--- config.mk ---
export PLATFORM = sky130hd
export DESIGN_NAME = ieee754_divider_seq
export DESIGN_NICKNAME = d
export VERILOG_FILES = /design/src/rtl/ieee754_divider_seq.sv
export SDC_FILE = /design/constraint.sdc
export NUM_CORES = 1
export LEC_CHECK = 0
export BUFFER_PORTS_ARGS = -buffer_cell sky130_fd_sc_hd__buf_2
export CAP_MARGIN = 20
export CORE_MARGIN = 4
export CORE_UTILIZATION = 41
export CTS_BUF_LIST = sky130_fd_sc_hd__clkbuf_4 sky130_fd_sc_hd__clkbuf_8
export CTS_CLUSTER_DIAMETER = 120
export DETAILED_ROUTE_END_ITERATION = 10
export HOLD_SLACK_MARGIN = 0.05
export PLACE_DENSITY = 0.67
export SLEW_MARGIN = 30
export SYNTH_ARGS = -nofsm -noshare
export SYNTH_HDL_FRONTEND = slang
export SYNTH_SLANG_ARGS = --single-unit
--- constraint.sdc ---
create_clock -name clk -period 3.3 [get_ports clk]
set_input_delay 0.66 -clock clk [delete_from_list [all_inputs] [get_ports clk]]
set_output_delay 0.66 -clock clk [all_outputs]
set_load 0.05 [all_outputs]
--- src/rtl/ieee754_divider_seq.sv ---
// Purpose: sequential binary32 divider a/b, radix-2 restoring mantissa loop, truncating, denormals flushed.
// Latency: done pulses 28 cycles after acceptance on the normal path, 3 cycles (2 edges after accept) for zero operands.
// Backpressure: none; start is taken only while idle, and starts arriving while busy are dropped, not queued.
module ieee754_divider_seq (
    input  logic        clk,
    input  logic        rst_n,
    input  logic        start,
    input  logic [31:0] a,
    input  logic [31:0] b,
    output logic        busy,
    output logic        done,
    output logic [31:0] result,
    output logic        div_by_zero
);

    localparam logic [1:0] S_IDLE   = 2'd0;
    localparam logic [1:0] S_UNPACK = 2'd1;
    localparam logic [1:0] S_DIV    = 2'd2;
    localparam logic [1:0] S_PACK   = 2'd3;

    // Operand class decided in UNPACK, consumed in PACK.
    localparam logic [1:0] K_NORMAL = 2'd0;
    localparam logic [1:0] K_DIV0   = 2'd1;
    localparam logic [1:0] K_ZERO   = 2'd2;

    // 25 quotient bits: iterations 0..24.
    localparam logic [4:0] LAST_ITER = 5'd24;

    logic [1:0]        state;
    logic [31:0]       a_reg;
    logic [31:0]       b_reg;
    logic              sign_reg;
    logic [1:0]        kind_reg;
    logic signed [9:0] exp_diff;
    logic [23:0]       mb_reg;
    logic [24:0]       rem_reg;
    logic [24:0]       quo_reg;
    logic [4:0]        iter_cnt;

    logic [7:0]        a_exp;
    logic [7:0]        b_exp;

    logic              trial_ok;
    logic [24:0]       trial_diff;
    logic [24:0]       rem_sel;
    logic [24:0]       rem_next;

    logic signed [9:0] pack_exp;
    logic [22:0]       pack_frac;
    logic [31:0]       pack_result;
    logic              pack_dbz;

    assign a_exp = a_reg[30:23];
    assign b_exp = b_reg[30:23];

    // One restoring step: subtract divisor if it fits, then shift the remainder up.
    always_comb begin
        trial_ok   = (rem_reg >= {1'b0, mb_reg});
        trial_diff = rem_reg - {1'b0, mb_reg};
        rem_sel    = trial_ok ? trial_diff : rem_reg;
        rem_next   = rem_sel << 1;
    end

    // Normalise the quotient, apply the exponent bias and clamp to the representable range.
    always_comb begin
        pack_exp    = exp_diff + (quo_reg[24] ? 10'sd127 : 10'sd126);
        pack_frac   = quo_reg[24] ? quo_reg[23:1] : quo_reg[22:0];
        pack_result = 32'h0000_0000;
        pack_dbz    = 1'b0;
        case (kind_reg)
            K_DIV0: begin
                pack_result = {sign_reg, 8'hFF, 23'd0};
                pack_dbz    = 1'b1;
            end
            K_ZERO: begin
                pack_result = 32'h0000_0000;
            end
            default: begin
                if (pack_exp >= 10'sd255) begin
                    pack_result = {sign_reg, 8'hFF, 23'd0};
                end else if (pack_exp <= 10'sd0) begin
                    pack_result = 32'h0000_0000;
                end else begin
                    pack_result = {sign_reg, pack_exp[7:0], pack_frac};
                end
            end
        endcase
    end

    // Control FSM plus datapath registers; reset aborts any operation without a done pulse.
    always_ff @(posedge clk) begin
        if (!rst_n) begin
            state       <= S_IDLE;
            busy        <= 1'b0;
            done        <= 1'b0;
            result      <= 32'h0000_0000;
            div_by_zero <= 1'b0;
            a_reg       <= 32'h0000_0000;
            b_reg       <= 32'h0000_0000;
            sign_reg    <= 1'b0;
            kind_reg    <= K_NORMAL;
            exp_diff    <= 10'sd0;
            mb_reg      <= 24'd0;
            rem_reg     <= 25'd0;
            quo_reg     <= 25'd0;
            iter_cnt    <= 5'd0;
        end else begin
            done <= 1'b0;
            case (state)
                S_IDLE: begin
                    if (start) begin
                        a_reg <= a;
                        b_reg <= b;
                        busy  <= 1'b1;
                        state <= S_UNPACK;
                    end
                end
                S_UNPACK: begin
                    sign_reg <= a_reg[31] ^ b_reg[31];
                    exp_diff <= $signed({2'b00, a_exp}) - $signed({2'b00, b_exp});
                    rem_reg  <= {2'b01, a_reg[22:0]};
                    mb_reg   <= {1'b1, b_reg[22:0]};
                    quo_reg  <= 25'd0;
                    iter_cnt <= 5'd0;
                    // A zero exponent means zero regardless of fraction; divisor zero wins.
                    if (b_exp == 8'd0) begin
                        kind_reg <= K_DIV0;
                        state    <= S_PACK;
                    end else if (a_exp == 8'd0) begin
                        kind_reg <= K_ZERO;
                        state    <= S_PACK;
                    end else begin
                        kind_reg <= K_NORMAL;
                        state    <= S_DIV;
                    end
                end
                S_DIV: begin
                    rem_reg  <= rem_next;
                    quo_reg  <= {quo_reg[23:0], trial_ok};
                    iter_cnt <= iter_cnt + 5'd1;
                    if (iter_cnt == LAST_ITER) begin
                        state <= S_PACK;
                    end
                end
                S_PACK: begin
                    result      <= pack_result;
                    div_by_zero <= pack_dbz;
                    done        <= 1'b1;
                    busy        <= 1'b0;
                    state       <= S_IDLE;
                end
                default: begin
                    state <= S_IDLE;
                end
            endcase
        end
    end

endmodule

# Word-level counts from Yosys, hierarchy flattened

Cells that the tools add are included.

Register bits after elaboration: 193
Output and inout bits: 35
Logic and storage cells: 58

Add/sub/neg operators: 4
Magnitude comparators: 3
Equal/unequal tests: 8
Muxes and demuxes: 20
Bitwise logic cells: 1
Reductions and logical operators: 8

Operators with widths:

| cell                  | count |
|---|---|
| $pmux W25 S2          | 2 |
| $mux W32              | 2 |
| $pmux W32 S2          | 1 |
| $ge A25 B24 Y1        | 1 |
| $mux W24              | 1 |
| $sub A24 B24 Y24      | 1 |
| $mux W23              | 1 |
| $logic_not A8 Y1      | 2 |
| $add A10 B8 Y10       | 1 |
| $ge A10 B9 Y1 const B | 1 |
| $le A10 B1 Y1 const B | 1 |
| $pmux W5 S2           | 1 |
| $sub A8 B8 Y9         | 1 |
| $mux W2               | 4 |
| $pmux W2 S4           | 1 |
| $eq A2 B2 Y1 const B  | 3 |
| $mux W1               | 6 |
| $reduce_and A2 Y1     | 3 |
| $add A5 B1 Y5 const B | 1 |
| $eq A5 B5 Y1 const B  | 1 |
| $eq A2 B1 Y1 const B  | 2 |
| $ne A2 B2 Y1 const B  | 2 |
| $reduce_bool A2 Y1    | 2 |
| $logic_not A2 Y1      | 1 |
| other kinds (2)       | 2 |

# Depth between registers and ports, before layout

Gate-level depths: netlist of run 1.

Depth after elaboration: 6
Mapped depth: 12

# Least setup slack after synthesis of run 1

OpenSTA, ideal clock, no wires.

Path kind: register -> register
Start: register exp_diff[0]
End: register result[31]
Library setup time: 0.114 ns
Arrival time: 2.456 ns
Data required time: 3.186 ns
Path slack: 0.730 ns
Stages on the path, launching flop included: 12
Buffers on the path: 0
Period minus slack after synthesis: 2.570 ns
Cells stage by stage: dfxtp_1 ha_1 inv_1 ha_1 nor3b_1 nand2_1 xnor2_1 or4_1 o311a_1 o21a_4 a21oi_2 nor2b_1

Longest elaborated chain between the ends: 5

Ends and longest elaborated chain:

| item                   | RTL line | text |
|---|---|---|
| start, declared        | 34       | `logic signed [9:0] exp_diff;` |
| start signal, assigned | 120      | `exp_diff <= $signed({2'b00, a_exp}) - $signed({2'b00, b_exp});` |
| $add A10 B8 Y10 *      | 66       | `pack_exp = exp_diff + (quo_reg[24] ? 10'sd127 : 10'sd126);` |
| $le A10 B1 Y1          | 81       | `end else if (pack_exp <= 10'sd0) begin` |
| $mux W32               | 81       |  |
| $mux W32 *             | 79       | `if (pack_exp >= 10'sd255) begin` |
| $pmux W32 S2 *         | 70       | `case (kind_reg)` |
| end signal, assigned   | 146      | `result <= pack_result;` |
| end, declared          | 12       | `output logic [31:0] result,` |

Every way passes the cells marked *; elsewhere a longest branch is shown, timed or not.
A chain may end at the register's enable or synchronous reset.

# Worst setup path after layout of run 1

Start: register mb_reg[8]
End: register rem_reg[21]

Longest elaborated chain between the ends: 3

Ends and longest elaborated chain:

| item                                               | RTL line | text |
|---|---|---|
| start, declared                                    | 35       | `logic [23:0] mb_reg;` |
| start signal, assigned                             | 122      | `mb_reg <= {1'b1, b_reg[22:0]};` |
| $sub A24 B24 Y24 or $ge A25 B24 Y1 (tied branches) | 59, 58   |  |
| $mux W24 *                                         | 60       | `rem_sel = trial_ok ? trial_diff : rem_reg;` |
| $pmux W25 S2 *                                     | 109      | `case (state)` |
| end signal, assigned                               | 121      | `rem_reg <= {2'b01, a_reg[22:0]};` |
| end signal, assigned                               | 138      | `rem_reg <= rem_next;` |
| end, declared                                      | 36       | `logic [24:0] rem_reg;` |

Marks and branches as above.

==> impl_results.md, run 1 <==
- Most frequent cell after synthesis: nand2_1
- Worst R2R Path Depth: 11
- Die area: 25,900 µm²
- Initial antenna violation count: 0
- Crit. End Element: flop
- Final HPWL DP: 15.4 mm
- Number of diodes: 0
- Core outline area: 22,800 µm²
- Worst reg2reg path startpoint: mb_reg[8]
- Drc violations: 0
- Register area: 3840 µm²
- RSZ-0062 raised after global routing: false
- Hold crit path type: input port to flop
- Final setup viols: 0
- Largest family of logic cells by synthesized area: compound AO/OA/AOI/OAI gates
- Avg WL per Cell: 13.9 µm
- Pwr dens: 941 nW/µm²
- Synth Register Bits: 192
- Worst hold slack: 420 ps
- FF-to-FF setup slack: 320 ps
- Yosys cell types: 61
- Sequential share of the synthesized area: 40.0%
- GRT Total Usage: 16.5%
- Max VDD drop: 0.493 mV
- Compound-Gate Fraction of Synth Area: 21.4%
- Layout area overhead: 12.8%
- Leading area contributor after synthesis: dfxtp_1
- YS warnings: 0
- Synth Area in Adders: 5.76%
- Share of the synthesized area in the top cell type: 40.0%
- Outcome: complete, no violations
- Post-Synth Simple-Gate Area: 19.7%
- Largest net degree at the start of global routing: 65
- DR vias/cell: 5.10
- CP Max Fanout: 13
- Crit start category: flop
- Nets: 1,330
- Lkg Pwr: 4.21 nW
- Final cell count without fillers: 1,546
- Mapped Avg Cell Area: 8.36 µm²
- Hold_buf cts: 0
- Share of cells above drive strength 1: 13.8%
- Setup TNS: 0 ps
- Worst Tran Pin Value: 689 ps
- Worst hold stages: 3
- IO Pins: 102
- Vias in the first global route: 7,334
- Drt total wl: 21.5 mm
- Synth Net Count: 1,258
- Htree depth: 4
- Total number of vias: 7,878
- Placement Rows: 55
- Share of synthesized flip-flops with an asynchronous set or reset: 0%
- Fmax: 336 MHz
- WP data arrival: 3340 ps
- DRT iter0 DRCs: 400
- Mux cell area share after synthesis: 5.63%
- CP required: 3660 ps
- Clk_lat worst skew: 480 ps
- Antenna-violating nets left: 0
- Hold path start: a[28]
- Top_reg_cell synth: dfxtp_1
- Max Root-Sink Buffers: 2
- Xor/xnor share of the synthesized area: 2.92%
- Setup CP Type: flop to flop
- R2r endpoint: rem_reg[21]
- Initial DRT Pass Iterations: 6
- Hold Crit Endpoint: a_reg[28]
- Mapped Area: 9600 µm²
- Leading post-synthesis cells by instance count: nand2_1, dfxtp_1, o21ai_0
- Placed Cells: 1,514
- Die W: 161 µm
- Post-CTS Resized: 0
- Min cycle time layout: 2980 ps
- Multi-input logic area: 5330 µm²
- Initial Utilization: 42.0%
- First-pass GRT wire length: 36.2 mm
- Max-slew violations: 0
- Clock Tree Root: clkbuf_8
- Period utilization: 90.3%
- Syn Inst Count: 1,148
- Clock skew: 21.2 ps
- Final count of hold timing violations: 0
- Number of CTS-inserted buffers: 17
- CTS tree: done
- Post-CTS Setup Inserts: 0
- Worst-path clk slew: 110 ps
- FILL cells: 2,301
- Post-synth EDFFs: 0
- Synth area leaders: dfxtp_1, nand2_1, a21boi_0
- Final Wtd Congestion: 0.884
- Final Power: 0.0102 W
- PortBufs: 101
- Total gr overflow: 0
- Clock sink count: 192
- Die Ht: 161 µm
- # Max-Cap Violations: 0
- Slew headroom: 54.1%
-- worst max-delay path, stage by stage (launching register included) --
cell,delay [ps]
dfxtp_1,360
inv_1,60
ha_1,350
a21oi_1,140
o21ai_0,110
or3_1,330
o22ai_2,320
o2bb2ai_2,210
nand3_2,210
nand2_2,330
nor2_1,120
a221o_1,320
-- layout by cell type, fill, tap and decap left out, types with 7 or more instances in the layout --
master	n
nand2_1	223
dfxtp_1	192
buf_2	100
o21ai_0	96
a21boi_0	92
mux2i_1	54
inv_1	47
nor2b_1	45
ha_1	39
nand3_1	38
a21oi_1	35
nor2_1	24
xor2_1	20
nand2b_1	20
buf_4	20
clkbuf_8	17
a21o_1	15
xnor2_1	12
o211a_1	10
and2_1	9
a31oi_1	8
and3_1	7
nand4_1	7
a21boi_1	7
-- metrics by stage --
step	cell area, µm²	util (%)	setup WS, ps
2_1_floorplan	9600	-	730
3_3_place_gp	10400	45.5	498
3_5_place_dp	10400	45.5	346
4_1_cts	10800	47.4	338
5_1_grt	10800	47.4	99.7
6_report	10800	47.4	321
-- layer usage --
| layer | GRT usage, % | routed length (µm) | vias up |
|---|---|---|---|
| met5 | 0 | 0 | - |
| met4 | 3.88 | 200 | 0 |
| met3 | 2.88 | 755 | 19 |
| met2 | 25.7 | 9530 | 139 |
| met1 | 23.9 | 11000 | 3649 |
| li1 | - | - | 4071 |
-- cell families (layout without fill, tap and decap cells) --
logic type / Yosys count / in the layout
and+or+nand+nor: 403 / 403
AOI/OAI and AO/OA: 310 / 310
DFF: 192 / 192
buffers and inverters: 114 / 199
muxes: 54 / 54
adders and majority gates: 43 / 43
xor gates and xnor gates: 32 / 32
-- worst max path at each step --
stage	from	end	slack, ps	cells after the start
4_1_cts	mb_reg[8]	rem_reg[21]	340	11
3_3_place_gp	mb_reg[6]	rem_reg[21]	500	11
3_5_place_dp	mb_reg[6]	rem_reg[21]	350	11
2_1_floorplan	exp_diff[0]	result[31]	730	11
6_report	mb_reg[8]	rem_reg[21]	320	11
5_1_grt	mb_reg[8]	rem_reg[22]	100	11
-- report_power, final --
part | leakage, nW | switching [W] | total [W] | internal, W
sequential | 1.56 | 0.000265 | 0.00294 | 0.00267
clock | 0.217 | 0.000977 | 0.00165 | 0.000669
combinational | 2.44 | 0.00342 | 0.00561 | 0.00220
total | 4.21 | 0.00466 | 0.0102 | 0.00554
-- area by class of cell --
cell class	instances	share of cell area, %
multi-input combinational	842	49.2
sequential	192	35.5
timing repair buffer	120	6.00
tap	313	3.61
clock buffer	17	2.16
clock inverter	15	1.95
inverter	47	1.63
(Power assumes the default switching activity.)
==> inputs of run 2 (changes only) <==
Clock period 3.3 ns to 2.75 ns, I/O delays scaled along.
==> run 2 against run 1 <==
  * Critical path depth is 1 lower
  * Routed wire length up 2.6%
  * Clock skew down 4.3 ps
  * Clock power up 15%
  * Sequential share of layout area decreased by 0.90 points
  * Design area increased by 2.8%
  * Largest cell class unchanged
  * Largest power group unchanged
==> impl_results.md, run 2 (synthesis gave the netlist of run 1 again) <==
- Share of cells above drive strength 1: 17.3%
- Total gr overflow: 0
- Initial Utilization: 42.0%
- Final HPWL DP: 15.4 mm
- Worst-path cell chain: ha_4, inv_1, ha_4, inv_2, or3_1, or4_4, o311a_4, o21a_4, a21oi_2, nor2b_1
- Critical Path Start: quo_reg[24]
- CTS tree: done
- Comb pwr share: 58.3%
- CP max stage cell: or4_4
- GRT Total Usage: 16.6%
- Clock group share of total power: 14.5%
- CP peak stage delay: 550 ps
- Fmax: 370 MHz
- CP required: 3120 ps
- Number of diodes: 0
- # Max-Cap Violations: 0
- Hold_buf cts: 0
- Antenna-violating nets left: 0
- Hold path start: b[31]
- Max-slew violations: 0
- Sequential fraction of design power: 27.2%
- Worst path bufs/invs: 2
- Clock skew: 17.0 ps
- Htree depth: 4
- Internal power: 0.00710 W
- WP data arrival: 3080 ps
- Final core occ: 48.8%
- CP Max Fanout: 8
- Avg WL per Cell: 14.1 µm
- Max Root-Sink Buffers: 2
- Largest net degree at the start of global routing: 131
- Final count of hold timing violations: 0
- Final setup viols: 0
- Worst Tran Pin Value: 713 ps
- DP Area: 10,500 µm²
- Crit. End Element: flop
- Design area: 11,100 µm²
- Number of CTS-inserted buffers: 17
- Worst reg2reg path startpoint: quo_reg[24]
- Most frequent cells in the layout: nand2_1, dfxtp_1, buf_2, a21boi_0, o21ai_0
- Lkg Pwr: 4.29 nW
- Vias in the first global route: 7,542
- Die Ht: 161 µm
- Total number of vias: 7,979
- Drt total wl: 22.0 mm
- Initial DRT Pass Iterations: 5
- Clock sink count: 192
- Nets: 1,342
- Placement Rows: 55
- P_sw: 0.00597 W
- Layout area overhead: 16.0%
- Slew headroom: 52.4%
- Switching share of power: 45.7%
- First-pass GRT wire length: 36.3 mm
- Clock Tree Root: clkbuf_8
- DRT iter0 DRCs: 412
- Commonest non-fill, non-tap cell in the layout: nand2_1
- Crit start category: flop
- Min cycle time layout: 2700 ps
- Largest delay share family, worst path: simple AND/OR/NAND/NOR gates
- IO Pins: 102
- CP dominant cell by count: ha_4
- Pwr dens: 1170 nW/µm²
- Setup CP Type: flop to flop
- Drc violations: 0
- Period utilization: 98.3%
- Max VDD drop: 0.793 mV
- Initial antenna violation count: 0
- Final Wtd Congestion: 0.883
- Hold crit path type: input port to flop
- DR vias/cell: 5.12
- Die W: 161 µm
- Outcome: complete, no violations
- PortBufs: 101
- Clk_lat worst skew: 470 ps
- Worst-path clk slew: 120 ps
- Die area: 25,900 µm²
- Core outline area: 22,800 µm²
[run 2: tightest hold or removal path: cells and delay by family]
kind / cells / cell delay [ps]
buffers and inverters: 1 / 90
AO/OA/AOI/OAI: 1 / 60
AND/OR/NAND/NOR: 1 / 40
[run 2: worst paths after layout]
kind / to / slack, ps / cells past startpoint
hold / removal: b_reg[31] / 310 / 3
setup / recovery: result[31] / 50 / 10
setup reg to reg: result[31] / 50 / 10
hold reg to reg: result[3] / 450 / 2
[run 2: cell type report]
class	instances	area (µm²)
Clock buffer	17	234
Clock inverter	15	186
Fill cell	2275	11700
Inverter	47	176
Multi-Input combinational cell	842	5550
Sequential cell	192	3850
Tap cell	313	392
Timing Repair Buffer	132	757
[run 2: metal layers]
metal / routed length (µm) / GRT usage, % / vias up
met5: 0 / 0 / -
li1: - / - / 4098
met3: 772 / 2.73 / 19
met4: 314 / 4.46 / 0
met1: 11100 / 23.9 / 3705
met2: 9800 / 25.8 / 157
[run 2: repair_timing]
item | in CTS | in global routing
resized for setup | 1 | 50
pin swaps | 0 | 11
setup endpoints to repair | 21 | 55
buffers inserted | 0 | 2
[run 2: power groups by stage]
stage | logic (W) | clock network (W) | registers (W)
global placement | 0.00695 | 0 | 0.00358
global route | 0.00842 | 0.00206 | 0.00361
finish | 0.00763 | 0.00189 | 0.00356
floorplan | 0.00504 | 0 | 0.00357
detailed placement | 0.00697 | 0 | 0.00359
CTS | 0.00704 | 0.00195 | 0.00353
[run 2: per-stage QoR]
stage / power (W) / cells / setup WS, ps / TNS, ps / hold WS [ps]
global route: 0.0141 / 1558 / -37.9 / -154 / 294
global placement: 0.0105 / 1524 / 108 / 0 / 431
floorplan: 0.00861 / 1148 / 180 / 0 / 428
CTS: 0.0125 / 1556 / 19.3 / 0 / 285
detailed placement: 0.0106 / 1524 / -4.74 / -4.74 / 437
finish: 0.0131 / 1558 / 46.4 / 0 / 311
